<file path="src/rtl/uart_tx.sv">
// uart_tx: 8N1-style serial transmitter paced by the br_tick pulse from baudrate_gen.
// Define UART_TX_PARITY_EN to insert a parity bit (sense set by PARITY_ODD) after the data bits.
module uart_tx #(
    parameter int DATA_BITS     = 8,
    parameter int STOP_BITS     = 1,
    parameter int TICKS_PER_BIT = 1,
    parameter int PARITY_ODD    = 0
) (
    input  logic                 clk,
    input  logic                 reset,
    input  logic                 br_tick,
    input  logic                 tx_start,
    input  logic [DATA_BITS-1:0] tx_data,
    output logic                 tx,
    output logic                 tx_busy,
    output logic                 tx_done
);
    localparam int TW = (TICKS_PER_BIT > 1) ? $clog2(TICKS_PER_BIT) : 1;
    localparam int BW = $clog2(DATA_BITS);
    localparam logic [TW-1:0] TICK_LAST = TW'(TICKS_PER_BIT - 1);
    localparam logic [BW-1:0] BIT_LAST  = BW'(DATA_BITS - 1);
    localparam logic          STOP_LAST = 1'(STOP_BITS - 1);

    if (DATA_BITS < 5 || DATA_BITS > 8 || STOP_BITS < 1 || STOP_BITS > 2 ||
        TICKS_PER_BIT < 1 || PARITY_ODD < 0 || PARITY_ODD > 1) begin : g_bad_cfg
        $error("uart_tx: unsupported parameter set");
    end

`ifdef UART_TX_PARITY_EN
    typedef enum logic [2:0] {IDLE, ALIGN, START, DATA, PARITY, STOP} state_t;
`else
    typedef enum logic [2:0] {IDLE, ALIGN, START, DATA, STOP} state_t;
`endif

    state_t                 r_state;
    logic [DATA_BITS-1:0]   r_shreg;
    logic [TW-1:0]          r_tick_cnt;
    logic [BW-1:0]          r_bit_cnt;
    logic                   r_stop_cnt;
    logic                   r_tx;
    logic                   r_busy;
    logic                   r_done;
`ifdef UART_TX_PARITY_EN
    logic                   r_par;
`endif
    logic                   w_bit_end;
    logic                   w_in_bit;

    assign w_bit_end = br_tick && (r_tick_cnt == TICK_LAST);
    assign w_in_bit  = (r_state != IDLE) && (r_state != ALIGN);

    assign tx      = r_tx;
    assign tx_busy = r_busy;
    assign tx_done = r_done;

    always_ff @(posedge clk) begin
        if (reset) begin
            r_state    <= IDLE;
            r_shreg    <= '0;
            r_tick_cnt <= '0;
            r_bit_cnt  <= '0;
            r_stop_cnt <= 1'b0;
            r_tx       <= 1'b1;
            r_busy     <= 1'b0;
            r_done     <= 1'b0;
`ifdef UART_TX_PARITY_EN
            r_par      <= 1'b0;
`endif
        end else begin
            r_done <= 1'b0;
            if (br_tick && w_in_bit)
                r_tick_cnt <= w_bit_end ? '0 : r_tick_cnt + 1'b1;
            unique case (r_state)
                IDLE: begin
                    r_tx <= 1'b1;
                    if (tx_start) begin
                        r_shreg <= tx_data;
                        r_busy  <= 1'b1;
                        r_state <= ALIGN;
`ifdef UART_TX_PARITY_EN
                        r_par   <= ^tx_data ^ PARITY_ODD[0];
`endif
                    end
                end
                // first tick after accept opens the start bit on a tick boundary
                ALIGN: if (br_tick) begin
                    r_state <= START;
                    r_tx    <= 1'b0;
                end
                START: if (w_bit_end) begin
                    r_state <= DATA;
                    r_tx    <= r_shreg[0];
                end
                DATA: if (w_bit_end) begin
                    r_shreg <= r_shreg >> 1;
                    if (r_bit_cnt == BIT_LAST) begin
                        r_bit_cnt <= '0;
`ifdef UART_TX_PARITY_EN
                        r_state   <= PARITY;
                        r_tx      <= r_par;
`else
                        r_state   <= STOP;
                        r_tx      <= 1'b1;
`endif
                    end else begin
                        r_bit_cnt <= r_bit_cnt + 1'b1;
                        r_tx      <= r_shreg[1];
                    end
                end
`ifdef UART_TX_PARITY_EN
                PARITY: if (w_bit_end) begin
                    r_state <= STOP;
                    r_tx    <= 1'b1;
                end
`endif
                STOP: if (w_bit_end) begin
                    if (r_stop_cnt == STOP_LAST) begin
                        r_stop_cnt <= 1'b0;
                        r_state    <= IDLE;
                        r_busy     <= 1'b0;
                        r_done     <= 1'b1;
                    end else begin
                        r_stop_cnt <= r_stop_cnt + 1'b1;
                    end
                end
                default: r_state <= IDLE;
            endcase
        end
    end
endmodule
</file>
<file path="config.mk">
export PLATFORM = sky130hd
export DESIGN_NAME = uart_tx
export DESIGN_NICKNAME = d
export VERILOG_FILES = /design/src/rtl/uart_tx.sv
export SDC_FILE = /design/constraint.sdc
export NUM_CORES = 1
export LEC_CHECK = 0
export CORE_UTILIZATION = 40
export CTS_BUF_LIST = sky130_fd_sc_hd__clkbuf_8
export CTS_CLUSTER_SIZE = 8
export DETAILED_ROUTE_END_ITERATION = 10
export GPL_TIMING_DRIVEN = 0
export HOLD_SLACK_MARGIN = 0.05
export PLACE_DENSITY = 0.68
export SETUP_SLACK_MARGIN = 0.3
export SLEW_MARGIN = 10
export SYNTH_ARGS = -nofsm -noshare
export SYNTH_HDL_FRONTEND = slang
export SYNTH_SLANG_ARGS = --single-unit
</file>
<file path="constraint.sdc">
create_clock -name clk -period 2.1 [get_ports clk]
set_input_delay 0.63 -clock clk [delete_from_list [all_inputs] [get_ports clk]]
set_output_delay 0.63 -clock clk [all_outputs]
set_load 0.005 [all_outputs]
</file>
# After elaboration in Yosys (flattened, before gate mapping)
# Cells that the tools add are included.
[classes]
n_addsub = 3
n_eq_ne = 13
muxes = 24
bitwise_logic = 3
n_reduce_logical = 15
[ops]
columns = ["op", "count"]
rows = [
  ["2-to-1 mux 3 bit", 8],
  ["2-to-1 mux 8 bit", 2],
  ["case mux 8 bit (2 select lines)", 1],
  ["case mux 3 bit (5 select lines)", 1],
  ["!= test 2 bit (second input constant)", 7],
  ["2-to-1 mux 1 bit", 10],
  ["AND reduction 4 bit", 2],
  ["AND reduction 7 bit", 1],
  ["equality test 3 x 2 -> 1 bit (second input constant)", 2],
  ["equality test 3 bit (second input constant)", 2],
  ["case mux 1 bit (4 select lines)", 1],
  ["AND reduction 2 bit", 2],
  ["nonzero test 2 bit", 2],
  ["nonzero test 4 bit", 1],
  ["adder 3 x 1 -> 3 bit (second input constant)", 1],
  ["equality test 3 x 1 -> 1 bit (second input constant)", 1],
  ["logical AND 1 bit", 3],
  ["zero test 3 bit", 1],
  ["!= test 3 x 1 -> 1 bit (second input constant)", 1],
  ["NOT 1 bit", 3],
  ["AND reduction 3 bit", 1],
  ["nonzero test 3 bit", 1],
  ["OR reduction 3 bit", 1],
  ["adder 1 bit (second input constant)", 2],
  ["case mux 1 bit (2 select lines)", 1],
]
[totals]
regBits = 19
in_bits = 12
output_inout_bits = 3
word_cells = 66

# Logic depth before layout (Yosys ltp)
# Gate-level depths: netlist (run 1).
[depth]
ltp_word = 4
ltp_mapped = 5
mapped_depth_nobuf = 5

# Least setup slack after synthesis (run 1)
# OpenSTA, ideal clock, no wires.
[synth_path]
path_type = "input -> register"
start = "input port tx_start"
end = "register r_shreg[0]"
setup_time_ps = 142
arrival_ps = 1395
t_required_ps = 1958
slack_ps = 563
stages = 3
n_path_buf = 0
cell_sequence = "or3b_4 > a21oi_4 > a221oi_2"
[synth_between]
elab_chain_len = 2
[synth_rtl]
columns = ["element", "line_no", "source"]
rows = [
  ["from (decl)", "12", "input logic tx_start,"],
  ["!= test 2 bit (no line)", "--", ""],
  ["AND reduction 3 bit (no line)", "--", ""],
  ["to (signal assigned)", "77", "r_shreg <= tx_data;"],
  ["to (signal assigned)", "95", "r_shreg <= r_shreg >> 1;"],
  ["to (decl)", "36", "logic [DATA_BITS-1:0] r_shreg;"],
]
# No other way between the ends.
# A chain may end at the register's enable or synchronous reset.

# Worst setup path in the final report (run 1)
[layout_path]
start = "register r_tx, in the netlist tx"
end = "output port tx"
[layout_lines]
columns = ["element", "line_no", "source"]
rows = [
  ["from (decl)", "40", "logic r_tx;"],
  ["from (signal assigned)", "92", "r_tx <= r_shreg[0];"],
  ["from (signal assigned)", "107", "r_tx <= r_shreg[1];"],
  ["to (decl)", "14", "output logic tx,"],
]
# No word-level cell between the ends.

==> flow_summary_export.csv, run 1 <==
group,metric,value,unit
floorplanning,die-area,2640,um2
worst_setup_path,path_class,"flop to output pin",
flow_run,maxCapViolCount,0,
placement,placed_cells,141,
final_layout,fin_nets,134,
routing,drcViolationCount,0,
worst_setup_path,critPathMaxStageDelay,500,ps
pwr,p_total,792,uW
timing,finClkSkew,2.38,ps
run_status,outcome,"complete, no violations",
routing,final_antenna_net_count,0,
timing,finalCritPeriodShare,81.7,%
hold_path,holdPathStages,2,
floorplanning,die_h,51.4,um
worst_setup_path,path_delay_family,"buffers and inverters",
placement,portBuffers,13,
clock_network,clkTransAtPathRegs,70,ps
worst_setup_path,required,1470,ps
timing,relSlewSlack,64.0,%
hold_path,hold_path_startpoint,"r_shreg[7]",
global_routing,grt_max_degree,11,
worst_setup_path,cp_slowest_cell,"clkdlybuf4s50_1",
global_routing,grt_pass1_wl,3430,um
worst_setup_path,rrSetupSlack,620,ps
global_routing,antenna_found_initial,0,
worst_setup_path,reg2reg_depth,5,
worst_setup_path,path_cells,"clkdlybuf4s50_1",
worst_setup_path,crit_path_start_kind,"flop",
global_routing,grt.total_usage,17.6,%
timing,tightest_slew,540,ps
final_layout,drive_gt1_share,22.0,%
synthesis,synth_seq_cells,18,
synthesis,syn_area_per_cell,9.75,um2
floorplanning,io_pins,15,
final_layout,n_antenna_cell,0,
pwr,power.density,644,nW/um2
worst_setup_path,worst-path-max-fanout,2,
worst_setup_path,r2r-start,"r_bit_cnt[0]",
routing,vias_per_cell,5.73,
synthesis,async_flop_share,0,%
timing,fmax,0.582,GHz
global_routing,grt_overflow,0,
clock_network,cts.sinks,18,
timing,rsz0062_at_grt,"false",
synthesis,synth_enable_flop_cells,0,
synthesis,synth_area,975,um2
worst_setup_path,worst_r2r_endpoint,"tx",
clock_network,cts_root_buffer,"clkbuf_8",
floorplanning,coreArea,2250,um2
timing,hold_violations,0,
clock_network,cts_buffers,3,
clock_network,clk_path_buf_depth,2,
routing,drtPass1Iterations,4,
synthesis,yosysWarnings,0,
synthesis,synthCells,100,
hold_path,hold_end,"r_shreg[7]",
clock_network,h-tree-depth,1,
worst_setup_path,cp_num_buf_inv,1,
routing,vias,836,
synthesis,ys_seq_area_share,37.0,%
synthesis,mappedNetlistNets,114,
final_layout,final-instance-count-excl-fill,146,
floorplanning,fp.dieW,51.4,um
timing,setup_viol,0,
routing,wirelength,2000,um
floorplanning,start_util,43.2,%
timing,fin_crit,1720,ps
pwr,ir_worst_vdd,0.000369,V
worst_setup_path,worstPathArrival,1090,ps
global_routing,grt_pass1_vias,804,
floorplanning,num_rows,17,
routing,wl_per_cell,13.7,um
final_layout,area_growth,26.2,%
worst_setup_path,end_kind,"output pin",
placement,gp_congestion,0.804,
timing,drv_slew,0,
routing,drtIter0Drc,23,
hold_path,hp-class,"flop to flop",
synthesis,synth-main-ff-cell,"dfxtp_1",
clock_network,clock_latency,250,ps
placement,dp_hpwl,1430,um
synthesis,synth_cell_type_count,37,
clock_network,cts_tree,"built",
pwr,leakagePower,0.513,nW
==> area by class of cell <==
cell class / count / area, um2
repair buffers: 15 / 163
plain buffers: 6 / 40.0
clock buffers: 3 / 41.3
multi-input cells: 71 / 572
inverters: 5 / 18.8
well taps: 28 / 35.0
fillers: 216 / 1020
flip-flops and latches: 18 / 360
==> cells in the mapped netlist, types with 2 or more instances <==
library cell / instances / area [um2]
dfxtp_1: 18 / 360
nor2_1: 8 / 30.0
a221oi_2: 7 / 105
mux2i_1: 7 / 70.1
a21oi_1: 6 / 30.0
inv_1: 5 / 18.8
nand3_1: 5 / 25.0
nand2_1: 3 / 11.3
nor2b_1: 3 / 18.8
nor3_1: 3 / 15.0
o21ai_1: 3 / 15.0
a2111oi_0: 2 / 17.5
a21o_1: 2 / 15.0
buf_2: 2 / 10.0
buf_4: 2 / 15.0
ha_1: 2 / 25.0
o21ai_0: 2 / 10.0
==> flip-flops by register name, indices dropped and copies added (netlist names) <==
signal	count
tx_done	1
r_bit_cnt	3
r_shreg	8
tx_busy	1
r_tick_cnt	1
tx	1
r_state	3
==> through the flow <==
step / setup TNS (ps) / cell area [um2] / utilization (%) / setup slack [ps] / hold WS, ps
floorplan: 0 / 975 / - / 563 / 454
CTS: 0 / 1210 / 53.8 / 303 / 485
global placement: -273 / 1140 / 50.6 / -39.0 / 472
global route: 0 / 1230 / 54.6 / 346 / 512
detailed placement: -368 / 1140 / 50.6 / -56.3 / 479
finish: 0 / 1230 / 54.6 / 383 / 480
==> routing by layer <==
| metal | track usage (%) | share of wire (%) | up-vias |
|---|---|---|---|
| met2 | 29.2 | 48 | 18 |
| li1 | - | - | 414 |
| met5 | 0 | 0 | - |
| met1 | 21.6 | 46 | 400 |
| met4 | 9.91 | 1.6 | 0 |
| met3 | 2.08 | 3.8 | 4 |
==> power by group <==
part           internal [mW]  total, mW  leakage [nW]  switching, mW
clock                  0.127      0.237        0.0216          0.109
sequential             0.367      0.383         0.148         0.0166
combinational         0.0917      0.172         0.344         0.0804
==> worst max path at each step <==
stage	start	end	slack (ps)	cells after the start
finish	tx	tx	380	1
global route	tx	tx	350	1
CTS	tx_start	r_shreg[0]	300	5
detailed placement	tx_start	r_shreg[0]	-60	4
global placement	tx_start	r_shreg[2]	-40	4
floorplan	tx_start	r_shreg[0]	560	3
==> kinds of logic (layout without fill, tap and decap cells) <==
| kind of cell | after synthesis | after routing | share of synthesized area [%] |
|---|---|---|---|
| buf+inv | 11 | 29 | 6.03 |
| simple gates | 34 | 34 | 21.1 |
| mux | 7 | 7 | 7.19 |
| compound gates | 28 | 28 | 26.2 |
| fa+ha+maj | 2 | 2 | 2.57 |
| flops | 18 | 18 | 37.0 |
==> cell usage in the layout, fill, tap and decap left out, types with 2 or more instances in the layout <==
cell | Yosys | final
dfxtp_1 | 18 | 18
clkdlybuf4s50_1 | 0 | 11
nor2_1 | 8 | 8
mux2i_1 | 7 | 7
a221oi_2 | 7 | 7
a21oi_1 | 6 | 6
nand3_1 | 5 | 5
inv_1 | 5 | 5
buf_4 | 2 | 3
o21ai_1 | 3 | 3
nand2_1 | 3 | 3
nor2b_1 | 3 | 3
nor3_1 | 3 | 3
clkbuf_8 | 0 | 3
buf_2 | 2 | 2
o21ai_0 | 2 | 2
a21o_1 | 2 | 2
ha_1 | 2 | 2
dlymetal6s2s_1 | 0 | 2
==> repair_timing <==
| action | 4_1_cts | 5_1_grt |
|---|---|---|
| hold buffers | 0 | 0 |
| resized for setup | 3 | 3 |
| setup endpoints to repair | 9 | 11 |
| pin swaps | 1 | 1 |
| buffers inserted | 1 | 1 |
No activity file was read; power rests on OpenSTA's default activity.
==> run 2, diff against run 1 <==
PLACE_DENSITY = 0.71   (was 0.68)
clock period = 1.4 ns   (was 2.1 ns; I/O delays follow)
==> flow_summary_export.csv, run 2 (same netlist as run 1, synthesis figures left out) <==
group,metric,value,unit
run_status,outcome,"complete, no violations",
timing,finalCritPeriodShare,92.9,%
timing,whs,462,ps
routing,drtIter0Drc,19,
routing,final_antenna_net_count,0,
floorplanning,num_rows,17,
placement,place_ws,-522,ps
timing,fin_ws,99.7,ps
clock_network,cts_root_buffer,"clkbuf_8",
floorplanning,die_h,51.4,um
timing,hold_violations,0,
final_layout,final_cell_mix,"dfxtp_1, buf_4, clkdlybuf4s50_1",
pwr,p_total,1.33,mW
timing,tns,0,ps
clock_network,h-tree-depth,1,
routing,drtPass1Iterations,4,
final_layout,n_fill_cell,188,
flow_run,maxCapViolCount,0,
timing,drv_slew,0,
routing,wirelength,2470,um
final_layout,area_growth,51.2,%
placement,gp_congestion,0.788,
placement,dp_hpwl,1520,um
final_layout,largest_registers,"r_shreg x8, r_bit_cnt x3, r_state x3",
global_routing,grt_pass1_wl,3810,um
final_layout,largest_reg_flops,8,
clock_network,cts.sinks,18,
placement,portBuffers,13,
timing,finClkSkew,1.96,ps
pwr,power.density,905,nW/um2
timing,relSlewSlack,80.3,%
timing,fin_crit,1300,ps
worst_setup_path,worstPathArrival,1450,ps
final_layout,fin_nets,145,
global_routing,grt.total_usage,20.2,%
final_layout,drive_gt1_share,49.2,%
clock_network,clkTransAtPathRegs,70,ps
global_routing,antenna_found_initial,0,
worst_setup_path,end_kind,"flop",
placement,dpl-instance-area,1170,um2
routing,drcViolationCount,0,
floorplanning,die-area,2640,um2
floorplanning,io_pins,15,
final_layout,design_area,1470,um2
timing,rsz0062_at_grt,"true",
clock_network,cts_tree,"built",
global_routing,grt_overflow,0,
pwr,ir_worst_vdd,0.000686,V
final_layout,n_antenna_cell,0,
clock_network,cts_buffers,3,
timing,tightest_slew,296,ps
hold_path,hp-class,"input port to flop",
routing,vias_per_cell,5.71,
floorplanning,fp.dieW,51.4,um
final_layout,final_common_cell,"dfxtp_1",
final_layout,largest-register,"r_shreg",
worst_setup_path,worst-path-max-fanout,4,
routing,vias,902,
global_routing,grt_pass1_vias,848,
global_routing,grt_max_degree,11,
routing,wl_per_cell,15.6,um
pwr,leakagePower,0.619,nW
floorplanning,start_util,43.2,%
floorplanning,coreArea,2250,um2
clock_network,clock_latency,260,ps
worst_setup_path,required,1550,ps
timing,setup_viol,0,
clock_network,clk_path_buf_depth,2,
worst_setup_path,path_class,"flop to flop",
worst_setup_path,crit_path_start_kind,"flop",
timing,fmax,0.769,GHz
run 2: cell types whose count changed in the layout (fill, tap and decap cells not counted), moves of 3 or more:
| cell | delta |
|---|---|
| dfxtp_1 | -6 |
| a21oi_2 | +4 |
| buf_6 | +4 |
| dfxtp_4 | +3 |
| dfxtp_2 | +3 |
| a21oi_1 | -4 |
| buf_4 | +7 |
| clkdlybuf4s50_1 | -3 |
run 2: layout make-up:
class / count / area [um2] / share of cell area [%]
multi-input combinational: 71 / 692 / 46.9
inverter: 5 / 18.8 / 1.27
clock buffer: 4 / 55.1 / 3.74
sequential: 18 / 375 / 25.5
timing repair buffer: 26 / 239 / 16.2
buffer: 6 / 58.8 / 3.99
tap: 28 / 35.0 / 2.38
run 2: worst paths after layout:
path / start / endpoint / slack [ps] / depth (start not counted)
worst max register to register: r_bit_cnt[0] / tx / 100 / 5
worst min-delay path: reset / r_shreg[3] / 460 / 2
worst min register to register: r_bit_cnt[1] / r_bit_cnt[1] / 520 / 2
worst max-delay path: r_bit_cnt[0] / tx / 100 / 5
run 2: worst max-delay path, cell delays in order (launching register included):
cell and delay, ps:
dfxtp_2 340, ha_4 160, ha_4 170, o211ai_1 150, o21ai_1 100, a311o_1 260
run 2: power by group:
| group | total (mW) | switching (mW) | internal (mW) |
|---|---|---|---|
| logic | 0.324 | 0.152 | 0.172 |
| clock network | 0.436 | 0.185 | 0.251 |
| registers | 0.574 | 0.0253 | 0.549 |
run 2: metrics by stage:
step,utilization [%],std cells
floorplan,-,100
global placement,51.7,141
detailed placement,51.7,141
CTS,61.5,154
global route,65.4,158
finish,65.4,158
run 2: metal layers:
| layer | track usage, % | wire, um |
|---|---|---|
| met5 | 0 | 0 |
| met4 | 10.8 | 87 |
| met3 | 5.36 | 113 |
| met2 | 33.5 | 1220 |
| met1 | 23.4 | 1050 |
run 2: timing repair:
action / 4_1_cts / 5_1_grt
endpoints found under the setup margin: 20 / 20
buffers inserted: 9 / 4
hold buffers: 0 / 0
pin swaps: 10 / 8
gates resized for setup: 38 / 15
==> run 3, diff against run 2 <==
CTS_CLUSTER_SIZE = not set   (was 8)
==> results of run 3 <==
Same layout as run 2: the final DEF is identical, and so are final timing and power.
